**config.mk**
```make
export PLATFORM = sky130hd
export DESIGN_NAME = hbridge_step_sequencer_flat
export DESIGN_NICKNAME = d
export VERILOG_FILES = /design/src/rtl/hbridge_step_sequencer_if.sv /design/src/rtl/hbridge_step_sequencer.sv /design/src/flat_wrapper.sv
export SDC_FILE = /design/constraint.sdc
export NUM_CORES = 1
export LEC_CHECK = 0
export CORE_UTILIZATION = 45
export CTS_BUF_LIST = sky130_fd_sc_hd__clkbuf_4 sky130_fd_sc_hd__clkbuf_8
export DETAILED_ROUTE_END_ITERATION = 16
export HOLD_SLACK_MARGIN = 0.02
export SLEW_MARGIN = 20
export SYNTH_ARGS = -nofsm -noshare
export SYNTH_HDL_FRONTEND = slang
export SYNTH_SLANG_ARGS = --single-unit
```
**constraint.sdc**
```tcl
create_clock -name clock -period 5.8 [get_ports clock]
set_input_delay 0.58 -clock clock [delete_from_list [all_inputs] [get_ports clock]]
set_output_delay 0.58 -clock clock [all_outputs]
set_load 0.005 [all_outputs]
```
**src/rtl/hbridge_step_sequencer_if.sv**
```systemverilog
// hbridge_step_sequencer_if: config bus, run control and drive outputs of the step sequencer
interface hbridge_step_sequencer_if #(
   parameter int NUM_OF_DRIVERS = 8,
   parameter int DEPTH = 16
);
   localparam int IW = $clog2(DEPTH);
   localparam int AW = IW + 1;
   logic cfg_we;
   logic [AW-1:0] cfg_addr;
   logic [31:0] cfg_wdata;
   logic control_trigger;
   logic latch_data;
   logic stop;
   logic [2*NUM_OF_DRIVERS-1:0] driver_io;
   logic busy;
   logic update_cycle_complete;
   logic [IW-1:0] step_index;
   modport master (
      output cfg_we, cfg_addr, cfg_wdata, control_trigger, latch_data, stop,
      input driver_io, busy, update_cycle_complete, step_index
   );
   modport slave (
      input cfg_we, cfg_addr, cfg_wdata, control_trigger, latch_data, stop,
      output driver_io, busy, update_cycle_complete, step_index
   );
endinterface

```
**src/rtl/hbridge_step_sequencer.sv**
```systemverilog
// hbridge_step_sequencer: plays a pattern of H-bridge drive codes with per-channel reversal dead time
module hbridge_step_sequencer #(
   parameter int NUM_OF_DRIVERS = 8,
   parameter int DEPTH = 16,
   parameter int PRESCALE_W = 16,
   parameter int DEAD_W = 4
) (
   input logic clock,
   input logic reset,
   hbridge_step_sequencer_if.slave bus
);
   localparam int W = 2 * NUM_OF_DRIVERS;
   localparam int IW = $clog2(DEPTH);
   localparam int AW = IW + 1;
   typedef enum logic {IDLE, RUN} state_t;
   state_t state, state_n;
   logic trig_q, latch_q, trig_edge, latch_edge;
   logic [PRESCALE_W-1:0] sh_period, ac_period, np, timer;
   logic [IW-1:0] sh_last, ac_last, idx, nidx;
   logic sh_loop, ac_loop, pend;
   logic [DEAD_W-1:0] sh_dead, ac_dead, nd, eff, dl;
   logic [W-1:0] mem [DEPTH];
   logic [W-1:0] tgt, mask, drv, nw, nmask;
   logic busy_q, ucc_q, expire, at_last, start, boundary, apply, load;
   logic [32:0] p1;
   logic [31:0] sel;
   logic unused;
   assign unused = ^{bus.cfg_wdata, bus.cfg_addr};
   assign sel = 32'(bus.cfg_addr[AW-2:0]);
   always_comb begin
      trig_edge = bus.control_trigger & ~trig_q;
      latch_edge = bus.latch_data & ~latch_q;
      expire = timer == ac_period;
      at_last = idx == ac_last;
      start = state == IDLE && trig_edge && !bus.stop;
      boundary = state == RUN && !bus.stop && expire && at_last;
      // a latch arriving on the boundary cycle itself is applied at that boundary
      apply = (state == IDLE && latch_edge) || (boundary && (pend || latch_edge));
      load = start || (state == RUN && !bus.stop && expire && (!at_last || ac_loop));
      nidx = (start || at_last) ? '0 : idx + IW'(1);
      np = apply ? sh_period : ac_period;
      nd = apply ? sh_dead : ac_dead;
      p1 = 33'(np) + 33'd1;
      eff = (p1 < 33'(nd)) ? DEAD_W'(p1) : nd;
      nw = mem[nidx];
      state_n = (start || (state == RUN && !bus.stop && !(boundary && !ac_loop))) ? RUN : IDLE;
      nmask = '0;
      // dead time only on a direct forward<->reverse swap
      for (int c = 0; c < NUM_OF_DRIVERS; c++)
         nmask[2*c +: 2] = {2{((tgt[2*c +: 2] ^ nw[2*c +: 2]) == 2'b11) && ^tgt[2*c +: 2]}};
   end
   always_ff @(posedge clock)
      if (bus.cfg_we && !bus.cfg_addr[AW-1]) mem[bus.cfg_addr[IW-1:0]] <= bus.cfg_wdata[W-1:0];
   always_ff @(posedge clock) begin
      if (reset) begin
         state <= IDLE;
         {trig_q, latch_q, pend, busy_q, ucc_q} <= '0;
         {sh_period, ac_period, timer} <= '0;
         {sh_last, ac_last, idx} <= '0;
         {sh_loop, ac_loop} <= '0;
         {sh_dead, ac_dead, dl} <= '0;
         {tgt, mask, drv} <= '0;
      end else begin
         state <= state_n;
         trig_q <= bus.control_trigger;
         latch_q <= bus.latch_data;
         if (bus.cfg_we && bus.cfg_addr[AW-1]) begin
            if (sel == 32'd0) sh_period <= bus.cfg_wdata[PRESCALE_W-1:0];
            if (sel == 32'd1) sh_last <= bus.cfg_wdata[IW-1:0];
            if (sel == 32'd2) sh_loop <= bus.cfg_wdata[0];
            if (sel == 32'd3) sh_dead <= bus.cfg_wdata[DEAD_W-1:0];
         end
         if (apply) begin
            ac_period <= sh_period;
            ac_last <= sh_last;
            ac_loop <= sh_loop;
            ac_dead <= sh_dead;
         end
         pend <= (bus.stop || apply) ? 1'b0 : (state == RUN && latch_edge) ? 1'b1 : pend;
         busy_q <= state_n == RUN;
         ucc_q <= boundary;
         if (state_n == IDLE) begin
            {idx, timer, dl, tgt, mask, drv} <= '0;
         end else if (load) begin
            idx <= nidx;
            timer <= '0;
            tgt <= nw;
            mask <= nmask;
            dl <= (eff == '0) ? '0 : eff - DEAD_W'(1);
            drv <= (eff == '0) ? nw : nw & ~nmask;
         end else begin
            timer <= timer + PRESCALE_W'(1);
            dl <= (dl != '0) ? dl - DEAD_W'(1) : dl;
            drv <= (dl != '0) ? tgt & ~mask : tgt;
         end
      end
   end
   assign bus.driver_io = drv;
   assign bus.busy = busy_q;
   assign bus.update_cycle_complete = ucc_q;
   assign bus.step_index = idx;
endmodule

```
**src/flat_wrapper.sv**
```systemverilog
// flat-port wrapper written by rule: the top's interface ports become plain ports
module hbridge_step_sequencer_flat 
#(
   parameter int NUM_OF_DRIVERS = 8,
   parameter int DEPTH = 16,
   parameter int PRESCALE_W = 16,
   parameter int DEAD_W = 4
)
  (clock, reset, bus_cfg_we, bus_cfg_addr, bus_cfg_wdata, bus_control_trigger, bus_latch_data, bus_stop, bus_driver_io, bus_busy, bus_update_cycle_complete, bus_step_index);
  hbridge_step_sequencer_if #(.NUM_OF_DRIVERS(NUM_OF_DRIVERS), .DEPTH(DEPTH)) bus_i ();
  input logic clock;
  input logic reset;
  input wire logic [$bits(bus_i.cfg_we)-1:0] bus_cfg_we;
  input wire logic [$bits(bus_i.cfg_addr)-1:0] bus_cfg_addr;
  input wire logic [$bits(bus_i.cfg_wdata)-1:0] bus_cfg_wdata;
  input wire logic [$bits(bus_i.control_trigger)-1:0] bus_control_trigger;
  input wire logic [$bits(bus_i.latch_data)-1:0] bus_latch_data;
  input wire logic [$bits(bus_i.stop)-1:0] bus_stop;
  output wire logic [$bits(bus_i.driver_io)-1:0] bus_driver_io;
  output wire logic [$bits(bus_i.busy)-1:0] bus_busy;
  output wire logic [$bits(bus_i.update_cycle_complete)-1:0] bus_update_cycle_complete;
  output wire logic [$bits(bus_i.step_index)-1:0] bus_step_index;
  assign bus_i.cfg_we = bus_cfg_we;
  assign bus_i.cfg_addr = bus_cfg_addr;
  assign bus_i.cfg_wdata = bus_cfg_wdata;
  assign bus_i.control_trigger = bus_control_trigger;
  assign bus_i.latch_data = bus_latch_data;
  assign bus_i.stop = bus_stop;
  assign bus_driver_io = bus_i.driver_io;
  assign bus_busy = bus_i.busy;
  assign bus_update_cycle_complete = bus_i.update_cycle_complete;
  assign bus_step_index = bus_i.step_index;
  hbridge_step_sequencer #(.NUM_OF_DRIVERS(NUM_OF_DRIVERS), .DEPTH(DEPTH), .PRESCALE_W(PRESCALE_W), .DEAD_W(DEAD_W)) u_core (.clock(clock), .reset(reset), .bus(bus_i));
endmodule
```
After elaboration in Yosys (flattened, before gate mapping)
Memory sizes are Yosys's and may differ from the RTL's.
Cells that the tools add are included.

storage, ports and cells
  bits in latches = 0
  memory bits (read-only) = 0
  output and inout port bits = 22
  memory bits (writable) = 256
  word-level logic and storage cells = 122
  memories kept = 1
  bits in registers = 126

memory list
  memory      depth  bits a word  read ports  clocked after Yosys merged registers in  wr ports  RTL line                      source
  u_core.mem  16     16           1           0                                        1         hbridge_step_sequencer.sv:22  logic [W-1:0] mem [DEPTH];

operators by class
  multipliers = 0
  reductions and logical operators = 52
  magnitude comparators = 1
  add/sub/neg operators = 5
  eq/ne operators = 13
  div/mod/pow operators = 0
  bitwise gates (word level) = 18
  muxes and demuxes = 13
  shift-type cells = 0

operators with widths
  kind                                                                   count
  16-bit two-way mux                                                     4
  33-bit by 4-bit < comparator with 1-bit output                         1
  16-bit AND                                                             2
  32-bit zero test                                                       1
  16-bit NOT                                                             2
  4-bit two-way mux                                                      6
  1-bit logical AND                                                      21
  16-bit by 1-bit adder with 17-bit output, second input constant        1
  16-bit by 1-bit adder with 16-bit output, second input constant        1
  16-bit equality test                                                   1
  2-bit equality test, second input constant                             8
  2-bit parity                                                           8
  2-bit XOR                                                              8
  4-bit by 2-bit equality test with 1-bit output, second input constant  2
  2-bit AND reduction                                                    4
  4-bit by 1-bit subtractor with 4-bit output, second input constant     2
  1-bit logical OR                                                       7
  1-bit zero test                                                        5
  4-bit by 1-bit adder with 4-bit output, second input constant          1
  4-bit by 1-bit equality test with 1-bit output, second input constant  1
  4-bit equality test                                                    1
  4-bit zero test                                                        1
  1-bit NOT                                                              4
  4-bit nonzero test                                                     1
  other kinds (5)                                                        9

Logic depth before layout (Yosys ltp)
Gate-level depths: netlist of the first run.
An unclocked memory read counts as a cell.

  word-level depth = 14
  mapped depth = 24
  depth with buffers taken out = 19

Worst setup path after synthesis of the first run
No wires, ideal clock.

  path kind = flip-flop to flip-flop
  from = register u_core.idx[0] (netlist: u_core.bus.step_index[0])
  to = register u_core.drv[14] (netlist: u_core.bus.driver_io[14])
  clock period less this slack = 5.166 ns
  setup time = 0.095 ns
  cell stages (with the launch flop) = 25
  setup slack = 0.634 ns
  data arrival time = 5.070 ns
  cells stage by stage = dfxtp_1 -> clkbuf_1 -> xor2_1 -> nor4_1 -> o2111ai_1 -> o21a_1 -> buf_4 -> buf_2 -> mux2_2 -> ha_1 -> clkbuf_1 -> nor2b_1 -> o21ai_0 -> nand2_1 -> ha_1 -> a21o_1 -> a21oi_1 -> a21boi_0 -> o211ai_1 -> nor4b_1 -> a21o_1 -> clkbuf_1 -> mux2_2 -> buf_2 -> a221oi_1

between the ends
  longest elaborated chain between the ends = 11
  elaborated cells between the ends (all ways) = 32
  those cells by class = add/sub (2); order compare (1); eq/ne (2); mux (7); bitwise (4); reduce/logical (15); memory (1)

RTL lines
  element                                         RTL line                      source
  from (decl)                                     hbridge_step_sequencer.sv:19  logic [IW-1:0] sh_last, ac_last, idx, nidx;
  from (signal assigned)                          hbridge_step_sequencer.sv:85  idx <= nidx;
  4-bit equality test *                           hbridge_step_sequencer.sv:34  at_last = idx == ac_last;
  1-bit logical AND *                             hbridge_step_sequencer.sv:36  boundary = state == RUN && !bus.stop && expire && at_last;
  1-bit logical AND *                             hbridge_step_sequencer.sv:38  apply = (state == IDLE && latch_edge) || (boundary && (pend || latch_edge));
  1-bit logical OR *                              hbridge_step_sequencer.sv:38
  16-bit two-way mux *                            n/a
  via u_core.np[1]                                hbridge_step_sequencer.sv:18  logic [PRESCALE_W-1:0] sh_period, ac_period, np, timer;
  16-bit by 1-bit adder with 17-bit output *      hbridge_step_sequencer.sv:43  p1 = 33'(np) + 33'd1;
  33-bit by 4-bit < comparator with 1-bit output  hbridge_step_sequencer.sv:44  eff = (p1 < 33'(nd)) ? DEAD_W'(p1) : nd;
  4-bit two-way mux *                             hbridge_step_sequencer.sv:44
  4-bit zero test *                               hbridge_step_sequencer.sv:90  drv <= (eff == '0) ? nw : nw & ~nmask;
  16-bit two-way mux *                            hbridge_step_sequencer.sv:90
  16-bit two-way mux *                            hbridge_step_sequencer.sv:84  end else if (load) begin
  to (signal assigned)                            hbridge_step_sequencer.sv:90
  to (signal assigned)                            hbridge_step_sequencer.sv:94  drv <= (dl != '0) ? tgt & ~mask : tgt;
  to (decl)                                       hbridge_step_sequencer.sv:23  logic [W-1:0] tgt, mask, drv, nw, nmask;

The timed path passes the listed nets; every way through them passes the cells marked *.
A chain may end at the register's enable or synchronous reset.

Final worst setup path of the first run
  from = register u_core.ac_period[2]
  to = register u_core.drv[5] (netlist: u_core.bus.driver_io[5])

between the ends
  longest elaborated chain between the ends = 12
  elaborated cells between the ends (all ways) = 22
  those cells by class = add/sub (1); order compare (1); eq/ne (1); mux (6); bitwise (1); reduce/logical (12)

RTL lines
  element                                         RTL line                      source
  from (decl)                                     hbridge_step_sequencer.sv:18
  from (signal assigned)                          hbridge_step_sequencer.sv:74  ac_period <= sh_period;
  16-bit equality test *                          hbridge_step_sequencer.sv:33  expire = timer == ac_period;
  1-bit logical AND * (2 in a row)                hbridge_step_sequencer.sv:36
  1-bit logical AND *                             hbridge_step_sequencer.sv:38
  1-bit logical OR *                              hbridge_step_sequencer.sv:38
  16-bit two-way mux *                            n/a
  via u_core.np[0]                                hbridge_step_sequencer.sv:18
  16-bit by 1-bit adder with 17-bit output *      hbridge_step_sequencer.sv:43
  33-bit by 4-bit < comparator with 1-bit output  hbridge_step_sequencer.sv:44
  4-bit two-way mux *                             hbridge_step_sequencer.sv:44
  4-bit zero test *                               hbridge_step_sequencer.sv:90
  16-bit two-way mux *                            hbridge_step_sequencer.sv:90
  16-bit two-way mux *                            hbridge_step_sequencer.sv:84

Marked as above.

==> results by group, run 1 <==
Logic synthesis
  – Top FF cell, synth: edfxtp_1
  – Post-synth top area share: 48.3%
  – Yosys warnings: 0
  – Synthesis-stage register bit count: 375
  – Yosys top cell by area: edfxtp_1
  – Simple-gate area share of the yosys netlist: 11.6%
  – Main combinational cell family by area after synthesis: simple AND/OR/NAND/NOR gates
  – Post-Syn Nets: 1,285
  – Syn Std Cell Area: 15,900 um2
  – Top post-synthesis cells by area: edfxtp_1, dfxtp_1, mux2_2
  – Distinct cells, synth: 69
  – Compound-Gate Fraction of Synth Area: 9.99%
  – Proportion of synthesized area in mux cells: 10.0%
  – Synth Instances: 1,235
  – EDFF count, synth: 256
  – Syn avg cell area: 12.9 um2
  – Post-Synth Adder-Cell Area: 0.550%
  – Synth async-reset ratio: 0%
  – Sequential share of the synthesized area: 63.2%
  – Post-synthesis xor/xnor area fraction: 2.14%

Finish
  – Commonest non-fill, non-tap cell in the layout: edfxtp_1
  – Ant diodes: 0
  – Layout cells sized above 1: 18.0%
  – Post-route core utilization: 52.6%
  – Nets: 1,352
  – Fin area: 18,300 um2
  – FILL cells: 2,950
  – Syn-to-layout area delta: 14.7%
  – Most frequent cells in the layout: edfxtp_1, dfxtp_1, nand2_1, nor2_1, clkbuf_8

Floorplan
  – Die height: 190 um
  – CORE AREA: 34,700 um2
  – I/O pins: 65
  – Initial Util: 45.9%
  – Die X: 190 um
  – Rows: 68
  – Die Area: 36,200 um2

Flow run
  – Max Cap Viol: 0

Setup path
  – Crit-path leading delay family: compound AO/OA/AOI/OAI gates
  – Logic depth of the worst path, buffers included: 20
  – Worst setup SP type: flip-flop
  – Worst R2R Path Depth: 20
  – CP Buf/Inv Count: 2
  – Critical path destination: u_core.bus.driver_io[5]
  – CP cell instances: xor2_1 > nor4_1 > o2111ai_1 > o21a_2 > mux2i_1 > inv_1 > ha_1 > buf_4 > nor2_1 > o21ai_0 > nand2_1 > ha_1 > a21o_1 > a21oi_1 > a21boi_0 > o211ai_1 > nor4b_1 > a21o_1 > mux2_2 > a221oi_1
  – Reg2Reg Setup Slack: 0.55 ns
  – Worst setup startpoint: u_core.ac_period[2]
  – R2R Path End: u_core.bus.driver_io[5]
  – Worst setup EP type: flip-flop
  – Critical path peak fanout: 16
  – Crit-path slowest cell: mux2_2
  – Crit Path Class: flip-flop to flip-flop
  – CP required: 6.36 ns
  – CP peak stage delay: 0.54 ns
  – FF-to-FF Start: u_core.ac_period[2]
  – CP arrival: 5.81 ns

STA
  – Final cycle utilization of the critical path: 90.5%
  – Slew @ Worst Pin: 1.05 ns
  – RSZ-0062 raised after global routing: false
  – Max frequency: 0.190 GHz
  – Tmin final: 5.25 ns
  – Final hold vios: 0
  – Setup tns final: 0 ns
  – Slew Limit Fails: 0
  – Layout Skew: 0.0333 ns
  – Finish-stage setup viols: 0
  – Rel. slew slack: 30.1%

Global routing
  – GR Overflow Total: 0
  – First-pass GRT wire length: 59,000 um
  – Overall Global Routing Usage: 21.5%
  – Vias in the first global route: 10,214
  – Initial antenna violation count: 0
  – Largest net degree at the start of global routing: 61

Pwr
  – Leak: 0.00620 uW
  – Max IR drop VDD: 175 uV
  – Switching fraction of total power: 21.4%
  – Comb power frac: 3.1%
  – Sequential cell fraction of total power: 52.7%
  – Clk pwr share: 44.2%
  – Switching power: 1180 uW
  – Tot Pwr: 5500 uW
  – Power per cell area: 301 nW/um2
  – Cell-internal power: 4320 uW

Drt
  – Routed WL: 38,000 um
  – Vias/cell: 5.73
  – DR iter-0 viols: 722
  – 1st-pass router iterations: 5
  – Wire per inst: 21.0 um
  – DRC Markers: 0
  – Final ANT Viol Nets: 0
  – DR vias: 10,363

CTS
  – CTS root buffer: clkbuf_8
  – Max H-tree Level: 2
  – CTS tree: yes
  – Clk Latency, worst-skew pair: 0.65 ns
  – Clock-pin slew on the worst setup and hold paths: 0.06 ns
  – Clock Sinks: 375
  – Max Root-Sink Buffers: 3
  – Postcts setup bufs: 0
  – Cts bufs inserted: 61

Run status
  – Outcome: complete, no violations

Min path
  – Hold Path Class: flip-flop to flip-flop
  – Hold_sp: u_core.tgt[5]

Placement
  – I/O Buffers: 48
  – Cell Area, Placed: 16,900 um2
  – HPWL Detailed: 23,500 um
  – Gpl congestion: 0.816
==> metal layers <==
metal | vias up | share of wire (%) | GRT usage, %
met2 | 292 | 45 | 33.2
met5 | - | 0 | 0
li1 | 4860 | - | -
met3 | 66 | 5.6 | 3.86
met1 | 5145 | 47 | 30.8
met4 | 0 | 2.2 | 6.83
==> metrics by stage <==
step                      instances  worst slack, ns  hold slack [ns]
after global placement         1694            0.377            0.471
after CTS                      1807            0.323            0.490
after detailed placement       1694            0.190            0.481
after global routing           1807           0.0626            0.507
after floorplan                1235            0.634            0.451
final                          1807            0.548            0.490
==> state kept, by name (all words and copies together), names as in the netlist <==
| signal | cells |
|---|---|
| u_core.tgt | 16 |
| u_core.state | 1 |
| u_core.timer | 16 |
| u_core.sh_loop | 1 |
| u_core.ac_last | 4 |
| u_core.bus.driver_io | 16 |
| u_core.bus.update_cycle_complete | 1 |
| u_core.sh_last | 4 |
| u_core.mem | 256 |
| u_core.ac_period | 16 |
| u_core.pend | 1 |
| u_core.ac_loop | 1 |
| u_core.sh_period | 16 |
| u_core.mask | 8 |
| u_core.sh_dead | 4 |
| u_core.bus.step_index | 4 |
| u_core.ac_dead | 4 |
| u_core.dl | 4 |
| u_core.latch_q | 1 |
| u_core.trig_q | 1 |
==> synthesized netlist by cell type (5+ instances only) <==
cell,count
edfxtp_1,256
dfxtp_1,119
nand2_1,108
nor2_1,97
nand3_1,56
a21oi_1,53
mux2_2,51
clkbuf_1,50
mux2i_1,47
xor2_1,32
o221ai_1,31
o21ai_0,26
a31oi_1,24
nand2b_1,23
mux4_2,21
nor3_1,15
buf_2,14
inv_1,13
o22ai_1,13
a221oi_1,12
a221o_1,10
and3_1,10
o21a_1,10
nor2b_1,9
nor4_1,9
and2_1,7
ha_1,7
nand4_1,7
or3b_1,7
xnor2_1,7
a22oi_1,6
a311oi_1,6
o211a_1,6
a21o_1,5
a22o_1,5
and4b_1,5
buf_4,5
or3_1,5
==> worst register-to-register path: stages, from the launching register on <==
cell       delay [ns]
dfxtp_1          0.47
xor2_1           0.12
nor4_1           0.46
o2111ai_1        0.21
o21a_2           0.26
mux2i_1          0.14
inv_1            0.10
ha_1             0.25
buf_4            0.18
nor2_1           0.04
o21ai_0          0.31
nand2_1          0.17
ha_1             0.31
a21o_1           0.16
a21oi_1          0.18
a21boi_0         0.24
o211ai_1         0.12
nor4b_1          0.30
a21o_1           0.30
mux2_2           0.54
a221oi_1         0.33
==> layout make-up <==
cell class | instances | area, um2 | area share (%)
clock inverters | 12 | 103 | 0.562
clock buffers | 101 | 1230 | 6.72
flip-flops and latches | 375 | 10100 | 55.1
repair buffers | 79 | 708 | 3.88
inverters | 13 | 48.8 | 0.267
multi-input cells | 772 | 5540 | 30.3
well taps | 455 | 569 | 3.12
==> power groups by stage <==
stage	clock network, uW	registers (uW)	logic (uW)
after floorplan	0	2950	88.2
after global placement	0	2950	169
after detailed placement	0	2950	172
after CTS	2480	2890	172
after global routing	2600	2900	185
final	2430	2890	170
==> timing repair <==
item	in CTS	in global routing
gates resized for setup	0	1
hold endpoints to repair	0	0
hold buffers	0	0
setup endpoints to repair	0	10
==> how the worst min path moves through the flow <==
stage | to | slack [ns] | cells past startpoint
2_1_floorplan | u_core.timer[0] | 0.45 | 1
3_3_place_gp | u_core.tgt[10] | 0.47 | 2
3_5_place_dp | u_core.tgt[9] | 0.48 | 2
4_1_cts | u_core.tgt[9] | 0.49 | 2
5_1_grt | u_core.tgt[13] | 0.51 | 2
6_report | u_core.tgt[5] | 0.49 | 2
==> logic make-up after synthesis <==
group / count (synthesis)
simple gates: 378
buf+inv: 88
xor+xnor: 39
mux: 122
flops: 375
compound gates: 226
fa+ha+maj: 7
Power figures use the tool's default switching activity.
==> run 2, diff against run 1 <==
- HOLD_SLACK_MARGIN: 0.02 -> default
- MAX_ROUTING_LAYER: default -> met4
- clock period: 5.8 -> 4.2 ns (I/O delays scaled with it)
==> run 2 against run 1 <==
The run now ends with setup timing left. Sequential cell count unchanged. Sequential power increased by 38%. Clock power increased by 33%. Sequential share of layout area decreased by 3.4 points. Worst setup slack got worse by 0.75 ns. Global-route usage increased by 1.7 points. Highest routed layer unchanged. Largest power group unchanged. Cell count increased by 6.8%. Count of clock-buffer cells in the layout decreased by 18. Hold slack got worse by 0.14 ns. Critical path depth increased by 6.
==> results by group, run 2 (synthesis results as in run 1) <==
Run status
  – Outcome: finished with violations
  – Failing checks: setup timing

Setup path
  – Worst setup EP type: flip-flop
  – Crit-path slowest cell: dfxtp_2
  – Reg2Reg Setup Slack: -0.20 ns
  – Worst setup startpoint: u_core.ac_period[13]
  – CP required: 4.72 ns
  – Crit-path leading delay family: buffers and inverters
  – Critical path peak fanout: 5
  – CP Buf/Inv Count: 15
  – FF-to-FF Start: u_core.ac_period[13]
  – Worst R2R Path Depth: 26
  – Cell mode on critical path: buf_4
  – R2R Path End: u_core.dl[3]
  – Crit Path Class: flip-flop to flip-flop
  – CP arrival: 4.92 ns
  – CP peak stage delay: 0.34 ns
  – Worst setup SP type: flip-flop

Drt
  – 1st-pass router iterations: 4
  – DR iter-0 viols: 629
  – Wire per inst: 20.9 um
  – DR vias: 10,871
  – Final ANT Viol Nets: 0
  – DRC Markers: 0
  – Vias/cell: 5.64
  – Routed WL: 40,400 um

Global routing
  – Overall Global Routing Usage: 23.2%
  – GR Overflow Total: 0
  – First-pass GRT wire length: 61,700 um
  – Initial antenna violation count: 0
  – Largest net degree at the start of global routing: 61
  – Vias in the first global route: 10,806

CTS
  – Cts bufs inserted: 61
  – Clk Latency, worst-skew pair: 0.65 ns
  – Clock-pin slew on the worst setup and hold paths: 0.07 ns
  – CTS root buffer: clkbuf_8
  – Max H-tree Level: 2
  – CTS tree: yes
  – Max Root-Sink Buffers: 3
  – Clock Sinks: 375
  – Cts hold-fix bufs: 0

Finish
  – Nets: 1,473
  – FILL cells: 2,870
  – Commonest non-fill, non-tap cell in the layout: edfxtp_1
  – Layout cells sized above 1: 26.5%
  – Syn-to-layout area delta: 22.2%
  – Number of flip-flops under the largest register name: 256
  – Most frequent cells in the layout: edfxtp_1, buf_4, dfxtp_1, nand2_1, nor2_1
  – Ant diodes: 0
  – Fin area: 19,500 um2

Floorplan
  – I/O pins: 65
  – Die X: 190 um
  – Die Area: 36,200 um2
  – Die height: 190 um
  – Rows: 68
  – CORE AREA: 34,700 um2
  – Initial Util: 45.9%

STA
  – Slew @ Worst Pin: 0.968 ns
  – Layout Skew: 0.0258 ns
  – Rel. slew slack: 35.1%
  – Setup tns final: -1.67 ns
  – Fin Hold WS: 0.352 ns
  – Slew Limit Fails: 0
  – RSZ-0062 raised after global routing: true
  – Tmin final: 4.40 ns
  – Final hold vios: 0
  – Setup ws final: -0.199 ns
  – Finish-stage setup viols: 18
  – Max frequency: 0.227 GHz
  – Final cycle utilization of the critical path: 105%

Min path
  – Hold path depth: 2
  – Hold_sp: bus_latch_data
  – Hold Path Class: input port to flip-flop
  – Hold Path End: u_core.latch_q

Flow run
  – Max Cap Viol: 0

Placement
  – I/O Buffers: 48
  – Placement Setup Slack: -0.462 ns
  – HPWL Detailed: 25,800 um
  – Gpl congestion: 0.849
  – Cell Area, Placed: 17,800 um2

Pwr
  – Tot Pwr: 7490 uW
  – Leak: 0.00681 uW
  – Power per cell area: 384 nW/um2
  – Max IR drop VDD: 231 uV
==> run 2: metal layers <==
layer / routed length [um] / track usage, % / up-vias
li1: - / - / 5087
met1: 18100 / 30.7 / 5428
met2: 18900 / 35.9 / 277
met3: 2290 / 4.85 / 79
met4: 1080 / 7.45 / 0
met5: 0 / - / -
==> run 2: worst max-delay path by stage <==
stage	slack [ns]	cells past startpoint	endpoint
after CTS	-0.16	19	u_core.bus.driver_io[13]
after global routing	-0.38	19	u_core.bus.driver_io[9]
after global placement	-0.34	18	u_core.bus.driver_io[10]
final	-0.20	26	u_core.dl[3]
after floorplan	-0.55	24	u_core.bus.driver_io[14]
after detailed placement	-0.46	19	u_core.bus.driver_io[13]
==> run 2: per-stage QoR <==
step	std cells	util, %
global route	1929	56.1
detailed placement	1794	51.3
CTS	1926	55.6
global placement	1794	51.3
floorplan	1235	-
finish	1929	56.1
==> run 2: power by group <==
part	leakage [uW]	total, uW	internal [uW]	switching (uW)
clock network	0.000662	3220	1770	1450
registers	0.00327	3990	3980	13.0
logic	0.00288	269	96.4	173
==> run 2: repair_timing <==
action                                  in CTS  in global routing
cloned                                       1                  0
gates resized for setup                     17                 27
pin swaps                                   13                 16
buffers inserted                            17                  3
endpoints found under the setup margin      18                 20
==> run 2: layout make-up <==
| cell class | count | area, um2 | area share (%) |
|---|---|---|---|
| multi-input cells | 773 | 5850 | 30.0 |
| inverters | 13 | 48.8 | 0.251 |
| clock inverters | 31 | 218 | 1.12 |
| repair buffers | 199 | 1680 | 8.64 |
| clock buffers | 83 | 1030 | 5.29 |
| well taps | 455 | 569 | 2.92 |
| flip-flops and latches | 375 | 10100 | 51.8 |
==> run 2: worst register-to-register path, stage by stage (launching register included) <==
cell and delay, ns:
dfxtp_2 0.34, xor2_2 0.18, nor4_2 0.27, buf_4 0.18
o2111ai_4 0.12, o21a_2 0.27, mux2_4 0.32, ha_4 0.18
nor2b_4 0.12, o21ai_2 0.17, nand2_2 0.10, buf_4 0.14
buf_6 0.10, buf_4 0.12, buf_4 0.13, buf_4 0.13
buf_4 0.12, buf_4 0.12, buf_4 0.12, buf_4 0.12
buf_4 0.12, buf_4 0.12, buf_4 0.12, buf_4 0.12
buf_4 0.13, o311ai_4 0.20, a31oi_1 0.12
==> run 3, diff against run 2 <==
- SLEW_MARGIN: 20 -> 25
==> results of run 3 <==
Same layout as run 2: the final DEF is identical, and so are final timing and power.
